$ cat src/rtl/uart_boot_loader.sv
// Framed UART boot loader: SYNC, LEN, N little-endian words into ICCM, then a checksum and an ACK/NAK reply.
// Optional inter-byte timeout enabled by defining UART_BOOT_LOADER_TIMEOUT_EN.
module uart_boot_loader #(
    parameter int unsigned AW          = 12,
    parameter logic [7:0]  SYNC_BYTE   = 8'hA5,
    parameter logic [31:0] TIMEOUT_CYC = 32'd1_000_000
) (
    input  logic          clk_i,
    input  logic          rst_i,
    input  logic          rx_dv_i,
    input  logic [7:0]    rx_byte_i,
    output logic          we_o,
    output logic [AW-1:0] addr_o,
    output logic [31:0]   wdata_o,
    output logic          hold_rst_o,
    output logic          done_o,
    output logic          err_o,
    output logic          tx_valid_o,
    output logic [7:0]    tx_byte_o,
    input  logic          tx_ready_i
);

    localparam int unsigned LW = 16;
    localparam int unsigned CW = LW + 1;
    localparam logic [7:0]    ACK   = 8'h06;
    localparam logic [7:0]    NAK   = 8'h15;
    localparam logic [CW-1:0] MAX_N = CW'(1) << AW;

    typedef enum logic [2:0] {
        S_IDLE,
        S_LEN0,
        S_LEN1,
        S_DATA,
        S_CHK,
        S_RESP
    } state_t;

    state_t        state_q, state_d;
    logic [7:0]    len_lo_q, len_lo_d;
    logic [LW-1:0] len_q, len_d;
    logic [CW-1:0] wcnt_q, wcnt_d;
    logic [1:0]    idx_q, idx_d;
    logic [7:0]    sum_q, sum_d;
    logic [23:0]   word_q, word_d;
    logic          we_q, we_d;
    logic [AW-1:0] addr_q, addr_d;
    logic [31:0]   wdata_q, wdata_d;
    logic          hold_q, hold_d;
    logic          done_q, done_d;
    logic          err_q, err_d;
    logic          txv_q, txv_d;
    logic [7:0]    txb_q, txb_d;

    logic [CW-1:0] n_c;
    logic [CW-1:0] wcnt_inc_c;
    logic [7:0]    sum_c;

`ifdef UART_BOOT_LOADER_TIMEOUT_EN
    logic [31:0] tmo_q, tmo_d;
`else
    logic unused_tmo;
    assign unused_tmo = ^TIMEOUT_CYC;
`endif

    assign we_o       = we_q;
    assign addr_o     = addr_q;
    assign wdata_o    = wdata_q;
    assign hold_rst_o = hold_q;
    assign done_o     = done_q;
    assign err_o      = err_q;
    assign tx_valid_o = txv_q;
    assign tx_byte_o  = txb_q;

    // State and datapath registers
    always_ff @(posedge clk_i) begin
        if (rst_i) begin
            state_q  <= S_IDLE;
            len_lo_q <= '0;
            len_q    <= '0;
            wcnt_q   <= '0;
            idx_q    <= '0;
            sum_q    <= '0;
            word_q   <= '0;
            we_q     <= 1'b0;
            addr_q   <= '0;
            wdata_q  <= '0;
            hold_q   <= 1'b0;
            done_q   <= 1'b0;
            err_q    <= 1'b0;
            txv_q    <= 1'b0;
            txb_q    <= '0;
`ifdef UART_BOOT_LOADER_TIMEOUT_EN
            tmo_q    <= '0;
`endif
        end else begin
            state_q  <= state_d;
            len_lo_q <= len_lo_d;
            len_q    <= len_d;
            wcnt_q   <= wcnt_d;
            idx_q    <= idx_d;
            sum_q    <= sum_d;
            word_q   <= word_d;
            we_q     <= we_d;
            addr_q   <= addr_d;
            wdata_q  <= wdata_d;
            hold_q   <= hold_d;
            done_q   <= done_d;
            err_q    <= err_d;
            txv_q    <= txv_d;
            txb_q    <= txb_d;
`ifdef UART_BOOT_LOADER_TIMEOUT_EN
            tmo_q    <= tmo_d;
`endif
        end
    end

    // Next-state and next-output logic
    always_comb begin
        state_d    = state_q;
        len_lo_d   = len_lo_q;
        len_d      = len_q;
        wcnt_d     = wcnt_q;
        idx_d      = idx_q;
        sum_d      = sum_q;
        word_d     = word_q;
        we_d       = 1'b0;
        addr_d     = we_q ? addr_q + AW'(1) : addr_q;
        wdata_d    = wdata_q;
        hold_d     = hold_q;
        done_d     = 1'b0;
        err_d      = 1'b0;
        txv_d      = txv_q;
        txb_d      = txb_q;
        n_c        = {1'b0, rx_byte_i, len_lo_q};
        wcnt_inc_c = wcnt_q + CW'(1);
        sum_c      = sum_q + rx_byte_i;

        case (state_q)
            S_IDLE: begin
                if (rx_dv_i && rx_byte_i == SYNC_BYTE) begin
                    state_d = S_LEN0;
                    addr_d  = '0;
                    wcnt_d  = '0;
                    idx_d   = '0;
                    sum_d   = '0;
                    hold_d  = 1'b1;
                end
            end
            S_LEN0: begin
                if (rx_dv_i) begin
                    len_lo_d = rx_byte_i;
                    state_d  = S_LEN1;
                end
            end
            S_LEN1: begin
                if (rx_dv_i) begin
                    len_d = {rx_byte_i, len_lo_q};
                    if (n_c == '0 || n_c > MAX_N) begin
                        err_d   = 1'b1;
                        txv_d   = 1'b1;
                        txb_d   = NAK;
                        state_d = S_RESP;
                    end else begin
                        state_d = S_DATA;
                    end
                end
            end
            S_DATA: begin
                if (rx_dv_i) begin
                    sum_d = sum_c;
                    idx_d = idx_q + 2'd1;
                    case (idx_q)
                        2'd0: word_d[7:0]   = rx_byte_i;
                        2'd1: word_d[15:8]  = rx_byte_i;
                        2'd2: word_d[23:16] = rx_byte_i;
                        default: begin
                            we_d    = 1'b1;
                            wdata_d = {rx_byte_i, word_q};
                            wcnt_d  = wcnt_inc_c;
                            if (wcnt_inc_c == {1'b0, len_q}) begin
                                state_d = S_CHK;
                            end
                        end
                    endcase
                end
            end
            S_CHK: begin
                if (rx_dv_i) begin
                    sum_d   = sum_c;
                    txv_d   = 1'b1;
                    state_d = S_RESP;
                    if (sum_c == 8'd0) begin
                        done_d = 1'b1;
                        hold_d = 1'b0;
                        txb_d  = ACK;
                    end else begin
                        err_d = 1'b1;
                        txb_d = NAK;
                    end
                end
            end
            S_RESP: begin
                // Incoming bytes are dropped until the reply is accepted
                if (txv_q && tx_ready_i) begin
                    txv_d   = 1'b0;
                    state_d = S_IDLE;
                end
            end
            default: state_d = S_IDLE;
        endcase

`ifdef UART_BOOT_LOADER_TIMEOUT_EN
        tmo_d = '0;
        if (state_q inside {S_LEN0, S_LEN1, S_DATA, S_CHK} && !rx_dv_i) begin
            if (tmo_q == TIMEOUT_CYC - 32'd1) begin
                err_d   = 1'b1;
                txv_d   = 1'b1;
                txb_d   = NAK;
                state_d = S_RESP;
            end else begin
                tmo_d = tmo_q + 32'd1;
            end
        end
`endif
    end

endmodule

$ cat config.mk
export PLATFORM = sky130hd
export DESIGN_NAME = uart_boot_loader
export DESIGN_NICKNAME = d
export VERILOG_FILES = /design/src/rtl/uart_boot_loader.sv
export SDC_FILE = /design/constraint.sdc
export NUM_CORES = 1
export LEC_CHECK = 0
export ABC_CLOCK_PERIOD_IN_PS = 2800
export CORE_MARGIN = 2
export CORE_UTILIZATION = 42
export CTS_BUF_LIST = sky130_fd_sc_hd__clkbuf_4
export DETAILED_ROUTE_END_ITERATION = 10
export REMOVE_ABC_BUFFERS = 1
export SLEW_MARGIN = 10
export SYNTH_ARGS = -nofsm -noshare
export SYNTH_HDL_FRONTEND = slang
export SYNTH_SLANG_ARGS = --single-unit
$ cat constraint.sdc
create_clock -name clk_i -period 2.8 [get_ports clk_i]
set_input_delay 0.56 -clock clk_i [delete_from_list [all_inputs] [get_ports clk_i]]
set_output_delay 0.56 -clock clk_i [all_outputs]
set_load 0.005 [all_outputs]
==> results of run 1 <==
==> worst max path at each step <==
stage | to | slack, ns | depth (start not counted) | start
finish | state_q[1] | 0.13 | 8 | wcnt_q[1]
global placement | hold_rst_o | -0.60 | 11 | rx_byte_i[0]
CTS | state_q[1] | 0.13 | 8 | wcnt_q[1]
floorplan | wcnt_q[15] | -0.77 | 6 | state_q[1]
detailed placement | hold_rst_o | -0.62 | 11 | rx_byte_i[0]
global route | state_q[1] | 0.0008 | 8 | wcnt_q[1]
==> worst min-delay path: cells and delay by family, from the launching register on <==
family          cells  cell delay [ns]
compound gates      1             0.05
flops               1             0.33
simple gates        1             0.05
==> what timing repair did <==
| item | 4_1_cts | 5_1_grt |
|---|---|---|
| hold buffers | 0 | 0 |
| gates resized for setup | 1 | 2 |
| endpoints found under the setup margin | 2 | 4 |
| pin swaps | 0 | 0 |
==> kinds of logic (layout without fill, tap and decap cells) <==
family,after synthesis,after routing
XOR/XNOR,35,35
adder cells (fa/ha/maj),14,14
multiplexers,14,14
AO/OA/AOI/OAI,156,156
buffers and inverters,72,169
other,1,4
AND/OR/NAND/NOR,357,357
flip-flops,130,130
==> power by group through the flow <==
stage	clock (W)	sequential (W)	combinational (W)
3_5_place_dp	0	0.00202	0.000610
6_report	0.00124	0.00197	0.000610
5_1_grt	0.00137	0.00199	0.000667
3_3_place_gp	0	0.00201	0.000599
4_1_cts	0.00128	0.00197	0.000612
2_1_floorplan	0	0.00201	0.000353
==> flip-flops by register name (all words and copies together) (netlist names), 8 cells and up <==
| signal | cells |
|---|---|
| len_q | 16 |
| wcnt_q | 17 |
| wdata_o | 32 |
| addr_o | 12 |
| word_q | 24 |
| len_lo_q | 8 |
| sum_q | 8 |
==> cells in the mapped netlist, types with 11 or more instances <==
master | instances | area share [%]
nand2_1 | 145 | 8.8
dfxtp_1 | 130 | 42
a21oi_1 | 108 | 8.7
nor2_1 | 65 | 3.9
nand3_1 | 46 | 3.7
clkbuf_1 | 43 | 2.6
xnor2_1 | 21 | 3.0
o21ai_0 | 20 | 1.6
buf_2 | 13 | 1.1
ha_1 | 13 | 2.6
mux2i_1 | 13 | 2.1
nand4_1 | 12 | 1.2
xor2_1 | 12 | 1.7
nor3_1 | 11 | 0.89
==> final cells by class <==
type / instances / share of cell area (%)
clock inverters: 13 / 1.82
repair buffers: 131 / 15.4
inverters: 7 / 0.347
flip-flops and latches: 130 / 34.3
multi-input cells: 580 / 43.3
clock buffers: 18 / 1.78
well taps: 184 / 3.04
==> layer usage <==
metal	wire (microns)	track usage, %	vias to the layer above
met3	642	4.79	15
met1	7190	26.3	2672
li1	-	-	2839
met5	0	0	-
met4	197	6.27	0
met2	7670	34.0	116
==> stage by stage <==
| step | cells | util (%) | total power (W) | hold WS [ns] | setup slack, ns |
|---|---|---|---|---|---|
| after floorplan | 717 | - | 0.00236 | 0.426 | -0.772 |
| after global routing | 1063 | 52.4 | 0.00402 | 0.438 | 0.000808 |
| after global placement | 1032 | 50.4 | 0.00261 | 0.445 | -0.597 |
| after CTS | 1063 | 52.3 | 0.00386 | 0.422 | 0.134 |
| final | 1063 | 52.4 | 0.00383 | 0.460 | 0.128 |
| after detailed placement | 1032 | 50.4 | 0.00263 | 0.447 | -0.622 |
==> results.sh, run 1 <==
export IMPL_synth_area_sq_um=6180
export IMPL_place_area_sq_um=7300
export IMPL_synth_mux_area_share_pct=2.29
export IMPL_globalRouteOverflowTotal=0
export IMPL_via_per_inst=5.31
export IMPL_cp_start_kind="flip-flop"
export IMPL_postRouteAntennaNets=0
export IMPL_slew_violations=0
export IMPL_regArea_sq_um=2600
export IMPL_cts_setup_buffers=0
export IMPL_peakVddDrop_uv=296
export IMPL_diodes=0
export IMPL_arrival_ns=3.10
export IMPL_status="complete, no violations"
export IMPL_io_buffers=64
export IMPL_cts_tree="built"
export IMPL_start_util_pct=42.7
export IMPL_avgSynthCellArea_sq_um=7.94
export IMPL_final_common_cell="nand2_1"
export IMPL_crit_family="simple AND/OR/NAND/NOR gates"
export IMPL_final_cell_mix="145 x nand2_1, 130 x dfxtp_1, 108 x a21oi_1"
export IMPL_first_pass_iters=5
export IMPL_synthArstFlopShare_pct=0
export IMPL_drtIter0Drc=394
export IMPL_r2r_start="wcnt_q[1]"
export IMPL_dieWidth_microns=125
export IMPL_synth_enable_flop_cells=0
export IMPL_clk_latency_ns=0.53
export IMPL_dieHeight_microns=125
export IMPL_clk_pin_slew_ns=0.11
export IMPL_hpwl_microns=11200
export IMPL_worst_path_max_fanout=4
export IMPL_hold_viol_final=0
export IMPL_final_nets=893
export IMPL_ys_warn_count=0
export IMPL_rsz0062_at_grt="no"
export IMPL_vias=5642
export IMPL_setup_tns_ns=0
export IMPL_hp_class="flip-flop to flip-flop"
export IMPL_path_class="flip-flop to flip-flop"
export IMPL_ys_ff_latch=130
export IMPL_synthCells=779
export IMPL_critical_path_required_ns=3.23
export IMPL_reg2reg_to="state_q[1]"
export IMPL_routed_wl_microns=15700
export IMPL_synth_top_family_by_area="simple AND/OR/NAND/NOR gates"
export IMPL_synth_main_ff_cell="dfxtp_1"
export IMPL_intPower_w=0.00273
export IMPL_path_cells="nand4_1, nor4_2, buf_4, mux2_2, or4b_1, nor4_2, a31oi_1, o21a_1"
export IMPL_num_rows=44
export IMPL_ys_seq_area_share_pct=42.1
export IMPL_drive_gt1_share_pct=13.0
export IMPL_setup_viol=0
export IMPL_first_global_vias=5331
export IMPL_synth_simple_gate_area_share_pct=27.8
export IMPL_place_gp_congestion=0.818
export IMPL_slew_headroom_pct=63.0
export IMPL_fin_worst_skew_ns=0.0124
export IMPL_reg2reg_depth=8
export IMPL_p_sw_w=0.00110
export IMPL_clockRootBuffer="clkbuf_4"
export IMPL_maxClockFrequency_ghz=0.374
export IMPL_worstMarginPinSlew_ns=0.553
export IMPL_fin_crit_sh_pct=95.4
export IMPL_grt_max_degree=64
export IMPL_cts_buffers_inserted=17
export IMPL_swShare_pct=28.8
export IMPL_cp_num_buf_inv=1
export IMPL_timing_critical_path_slowest_cell_delay_ns=0.58
export IMPL_leakage_nw=2.70
export IMPL_p_seq_share_pct=51.6
export IMPL_cp_slowest_cell="or4b_1"
export IMPL_h_tree_depth=4
export IMPL_hold_depth=2
export IMPL_grtUsageTotal_pct=20.4
export IMPL_syn_to_final_growth_pct=22.6
export IMPL_drt_wirelength_per_cell_microns=14.8
export IMPL_synth_xor_area_share_pct=5.36
export IMPL_coreArea_sq_um=14500
export IMPL_ys_types=61
export IMPL_multi_input_area_sq_um=3280
export IMPL_p_clk_share_pct=32.5
export IMPL_period_minus_slack_ns=2.67
export IMPL_p_per_area_nw_per_um2=505
export IMPL_combPwrFrac_pct=15.9
export IMPL_cp_common_cell="nor4_2"
export IMPL_die_area_sq_um=15700
export IMPL_antenna_found_initial=0
export IMPL_maxCapViolCount=0
export IMPL_synthAdderAreaFrac_pct=2.95
export IMPL_grt_pass1_wl_microns=26100
export IMPL_cts_sinks=130
export IMPL_hold_end="wdata_o[2]"
export IMPL_fillers=1373
export IMPL_worst_hold_startpoint="word_q[2]"
export IMPL_r2r_slack_ns=0.13
export IMPL_end_kind="flip-flop"
export IMPL_drc=0
export IMPL_design_area_sq_um=7580
export IMPL_synth_compound_area_share_pct=14.2
export IMPL_io_pin_count=69
export IMPL_clockBufferDepth=2
No activity file was read; power rests on OpenSTA's default activity.
==> inputs of run 2 (changes only) <==
Settings changed: CTS_BUF_LIST sky130_fd_sc_hd__clkbuf_4 to default.
==> run 2 against run 1 <==
Against the previous run: sequential share of layout area decreased by 1.4 points; via count about the same; setup slack improved by 0.0069 ns; power increased by 24%; utilization increased by 2.2 points; routed wire length increased by 1.5%; die area unchanged; sequential power about the same; critical path type is now input pin to flip-flop; largest cell class unchanged; highest routed layer unchanged.
==> results.sh, run 2 (synthesis results as in run 1) <==
export IMPL_status="complete, no violations"
export IMPL_drt_wirelength_per_cell_microns=15.0
export IMPL_arrival_ns=3.00
export IMPL_first_global_vias=5401
export IMPL_io_buffers=64
export IMPL_coreArea_sq_um=14500
export IMPL_vias=5644
export IMPL_crit_family="simple AND/OR/NAND/NOR gates"
export IMPL_end_kind="flip-flop"
export IMPL_maxClockFrequency_ghz=0.375
export IMPL_p_per_area_nw_per_um2=601
export IMPL_syn_to_final_growth_pct=27.7
export IMPL_dp_worst_setup_slack_ns=-0.622
export IMPL_grt_max_degree=64
export IMPL_slew_violations=0
export IMPL_timing_critical_path_slowest_cell_delay_ns=0.50
export IMPL_maxCapViolCount=0
export IMPL_hp_class="flip-flop to flip-flop"
export IMPL_first_pass_iters=5
export IMPL_cp_start_kind="input pin"
export IMPL_via_per_inst=5.31
export IMPL_globalRouteOverflowTotal=0
export IMPL_critical_path_required_ns=3.14
export IMPL_path_class="input pin to flip-flop"
export IMPL_peakVddDrop_uv=328
export IMPL_start_util_pct=42.7
export IMPL_final_common_cell="nand2_1"
export IMPL_grtUsageTotal_pct=20.8
export IMPL_setup_tns_ns=0
export IMPL_cts_tree="built"
export IMPL_hpwl_microns=11200
export IMPL_worst_hold_startpoint="wdata_o[2]"
export IMPL_clockRootBuffer="clkbuf_16"
export IMPL_hold_depth=2
export IMPL_drtIter0Drc=433
export IMPL_cp_slowest_cell="or4_1"
export IMPL_rsz0062_at_grt="yes"
export IMPL_fin_worst_skew_ns=0.00641
export IMPL_h_tree_depth=4
export IMPL_final_nets=893
export IMPL_reg2reg_to="state_q[1]"
export IMPL_hold_viol_final=0
export IMPL_r2r_slack_ns=0.17
export IMPL_io_pin_count=69
export IMPL_routed_wl_microns=15900
export IMPL_num_rows=44
export IMPL_dieWidth_microns=125
export IMPL_fin_crit_sh_pct=95.2
export IMPL_fin_util_pct=54.5
export IMPL_leakage_nw=2.84
export IMPL_r2r_start="wcnt_q[1]"
export IMPL_clk_pin_slew_ns=0.06
export IMPL_path_cells="clkdlybuf4s50_1, ha_1, o21ai_0, or3_1, a211o_1, and3_1, or4_1, nor3b_1"
export IMPL_reg2reg_depth=8
export IMPL_cp_num_buf_inv=1
export IMPL_grt_pass1_wl_microns=26400
export IMPL_fin_ws_ns=0.135
export IMPL_slew_headroom_pct=62.4
export IMPL_worstMarginPinSlew_ns=0.563
export IMPL_postRouteAntennaNets=0
export IMPL_clockBufferDepth=2
export IMPL_antenna_found_initial=0
export IMPL_drive_gt1_share_pct=13.3
export IMPL_period_minus_slack_ns=2.66
export IMPL_die_area_sq_um=15700
export IMPL_clk_latency_ns=0.42
export IMPL_hold_end="wdata_o[2]"
export IMPL_diodes=0
export IMPL_final_cell_mix="145 x nand2_1, 130 x dfxtp_1, 107 x a21oi_1"
export IMPL_largest_reg_flops=32
export IMPL_cts_sinks=130
export IMPL_dieHeight_microns=125
export IMPL_drc=0
export IMPL_setup_viol=0
export IMPL_cts_buffers_inserted=17
export IMPL_worst_path_max_fanout=3
export IMPL_place_gp_congestion=0.818
run 2: cell count changes in the layout (fill, tap and decap cells not counted), sizes merged:
cell           delta
clkbuf            +1
clkdlybuf4s50     -1
clkinv            -1
dlygate4sd2       +1
run 2: area by class of cell:
class	count	area [sq um]
sequential	130	2600
tap	184	230
clock buffer	19	443
timing repair buffer	131	1170
clock inverter	12	134
inverter	7	26.3
fill	1334	6580
multi-input combinational	580	3290
run 2: tightest hold or removal path: stages (launching register included):
cell and delay, ns:
dfxtp_1 0.30, nand2_1 0.05, a21oi_1 0.05
run 2: power breakdown:
part | internal [W] | switching [W] | total, W | leakage [nW]
Sequential | 0.00191 | 0.0000649 | 0.00198 | 1.05
Clock | 0.00133 | 0.000829 | 0.00216 | 0.280
Combinational | 0.000282 | 0.000329 | 0.000611 | 1.51
Total | 0.00352 | 0.00122 | 0.00475 | 2.84
run 2: repair_timing:
action,CTS,global route
gates resized for setup,2,5
buffers inserted,0,0
hold buffers,0,0
endpoints found under the setup margin,7,7
run 2: metrics by stage:
stage / area (sq um) / power (W) / instances / hold slack, ns
detailed placement: 7300 / 0.00263 / 1032 / 0.447
finish: 7900 / 0.00475 / 1063 / 0.451
CTS: 7870 / 0.00479 / 1063 / 0.455
global route: 7900 / 0.00493 / 1063 / 0.470
floorplan: 5900 / 0.00236 / 717 / 0.426
global placement: 7300 / 0.00261 / 1032 / 0.445
run 2: how the worst max path moves through the flow:
stage | slack [ns] | end | cells past startpoint | from
after floorplan | -0.77 | wcnt_q[15] | 6 | state_q[1]
after global placement | -0.60 | hold_rst_o | 11 | rx_byte_i[0]
after detailed placement | -0.62 | hold_rst_o | 11 | rx_byte_i[0]
after CTS | 0.02 | hold_rst_o | 10 | rx_byte_i[3]
after global routing | 0.01 | done_o | 8 | rx_byte_i[2]
final | 0.14 | done_o | 8 | rx_byte_i[2]
run 2: layer usage:
| layer | part of all wire, % | vias up | track usage (%) |
|---|---|---|---|
| li1 | - | 2834 | - |
| met3 | 3.3 | 17 | 4.15 |
| met4 | 1.4 | 0 | 8.04 |
| met1 | 46 | 2678 | 26.4 |
| met2 | 49 | 115 | 34.8 |
| met5 | 0 | - | 0 |
==> inputs of run 3 (changes only) <==
Settings changed: ABC_CLOCK_PERIOD_IN_PS 2800 to 3000.
Clock period 2.8 ns to 3 ns, I/O delays scaled along.
==> run 3 against run 2 <==
Against the previous run: first-iteration DRC count increased by 10%; count of clock-buffer cells in the layout decreased by 1; flip-flop and latch count unchanged; highest routed layer unchanged.
==> results.sh, run 3 (synthesis results as in run 1) <==
export IMPL_cts_buffers_inserted=17
export IMPL_final_cell_mix="145 x nand2_1, 130 x dfxtp_1, 108 x a21oi_1"
export IMPL_peakVddDrop_uv=299
export IMPL_swShare_pct=27.1
export IMPL_postRouteAntennaNets=0
export IMPL_arrival_ns=3.22
export IMPL_place_area_sq_um=7210
export IMPL_maxCapViolCount=0
export IMPL_status="complete, no violations"
export IMPL_intPower_w=0.00323
export IMPL_via_per_inst=5.32
export IMPL_drive_gt1_share_pct=11.9
export IMPL_io_pin_count=69
export IMPL_p_sw_w=0.00121
export IMPL_fin_crit_sh_pct=97.0
export IMPL_hpwl_microns=11000
export IMPL_clockBufferDepth=2
export IMPL_p_per_area_nw_per_um2=570
export IMPL_leakage_nw=2.77
export IMPL_hp_class="flip-flop to flip-flop"
export IMPL_clk_latency_ns=0.42
export IMPL_place_gp_congestion=0.829
export IMPL_met3_usage_pct=3.77
export IMPL_cts_setup_buffers=0
export IMPL_end_kind="flip-flop"
export IMPL_antenna_found_initial=0
export IMPL_path_class="input pin to flip-flop"
export IMPL_num_rows=44
export IMPL_fin_util_pct=53.8
export IMPL_cp_startpoint="rx_byte_i[3]"
export IMPL_met2_usage_pct=35.2
export IMPL_period_minus_slack_ns=2.91
export IMPL_hold_viol_final=0
export IMPL_hold_depth=2
export IMPL_reg2reg_depth=7
export IMPL_globalRouteOverflowTotal=0
export IMPL_worst_path_max_fanout=4
export IMPL_routed_wl_microns=15800
export IMPL_coreArea_sq_um=14500
export IMPL_fillers=1325
export IMPL_worstMarginPinSlew_ns=0.647
export IMPL_cp_start_kind="input pin"
export IMPL_drt_wirelength_per_cell_microns=15.0
export IMPL_final_nets=881
export IMPL_grt_busiest_layer="met2"
export IMPL_io_buffers=64
export IMPL_vias=5594
export IMPL_drc=0
export IMPL_h_tree_depth=4
export IMPL_maxClockFrequency_ghz=0.344
export IMPL_fin_worst_skew_ns=0.00734
export IMPL_dp_worst_setup_slack_ns=-0.479
export IMPL_die_area_sq_um=15700
export IMPL_setup_viol=0
export IMPL_drtIter0Drc=477
export IMPL_design_area_sq_um=7790
export IMPL_clockRootBuffer="clkbuf_16"
export IMPL_final_common_cell="nand2_1"
export IMPL_cts_tree="built"
export IMPL_grt_pass1_wl_microns=25900
export IMPL_p_clk_share_pct=45.6
export IMPL_grtUsageMet1_pct=25.1
export IMPL_start_util_pct=42.7
export IMPL_fin_ws_ns=0.0912
export IMPL_critical_path_required_ns=3.31
export IMPL_diodes=0
export IMPL_dieWidth_microns=125
export IMPL_dieHeight_microns=125
export IMPL_p_seq_share_pct=41.7
export IMPL_rsz0062_at_grt="no"
export IMPL_first_pass_iters=5
export IMPL_worst_hold_startpoint="wdata_o[27]"
export IMPL_crit_path_end="hold_rst_o"
export IMPL_largest_reg_flops=32
export IMPL_syn_to_final_growth_pct=26.0
export IMPL_first_global_vias=5383
export IMPL_combPwrFrac_pct=12.6
export IMPL_cts_sinks=130
export IMPL_r2r_start="wcnt_q[10]"
export IMPL_slew_headroom_pct=56.9
export IMPL_slew_violations=0
export IMPL_grtUsageTotal_pct=20.3
export IMPL_r2r_slack_ns=0.17
export IMPL_reg2reg_to="state_q[1]"
export IMPL_clk_pin_slew_ns=0.06
export IMPL_grt_max_degree=63
[run 3: area by class of cell]
type	instances	area, sq um	share of cell area, %
inverters	7	26.3	0.337
flip-flops and latches	130	2600	33.4
clock buffers	18	439	5.63
well taps	184	230	2.95
multi-input cells	580	3270	42.0
clock inverters	14	144	1.85
repair buffers	119	1080	13.8
[run 3: through the flow]
step	instances	hold WS [ns]	TNS, ns	power (W)
finish	1052	0.452	0	0.00444
global route	1052	0.474	0	0.00461
CTS	1052	0.454	0	0.00447
detailed placement	1020	0.445	-4.49	0.00245
global placement	1020	0.445	-2.57	0.00243
floorplan	717	0.426	-21.35	0.00220
[run 3: worst min-delay path by stage]
| stage | end | slack (ns) |
|---|---|---|
| detailed placement | wdata_o[27] | 0.45 |
| CTS | wdata_o[27] | 0.45 |
| global placement | word_q[22] | 0.45 |
| finish | wdata_o[27] | 0.45 |
| floorplan | wdata_o[0] | 0.43 |
| global route | word_q[9] | 0.47 |
[run 3: power by group through the flow]
stage | registers [W] | clock network [W] | logic [W]
after floorplan | 0.00187 | 0 | 0.000329
final | 0.00185 | 0.00203 | 0.000561
after global placement | 0.00189 | 0 | 0.000548
after CTS | 0.00185 | 0.00206 | 0.000563
after global routing | 0.00186 | 0.00213 | 0.000616
after detailed placement | 0.00189 | 0 | 0.000561
[run 3: worst max-delay path, stage by stage]
cell and delay [ns]:
clkdlybuf4s50_1 0.55, ha_1 0.37, o21ai_0 0.11, or3_1 0.41, a211o_1 0.31, and3_1 0.17
nor4_1 0.28, buf_4 0.17, a21oi_1 0.07, nor3b_1 0.17
[run 3: routing by layer]
metal | vias to the layer above | part of all wire, % | wire length (microns)
met1 | 2624 | 45 | 7030
li1 | 2814 | - | -
met3 | 22 | 4.2 | 668
met2 | 134 | 50 | 7850
met5 | - | 0 | 0
met4 | 0 | 1.4 | 227
[run 3: timing repair]
item / CTS / global route
endpoints found under the setup margin: 3 / 3
gates resized for setup: 1 / 1
hold buffers: 0 / 0
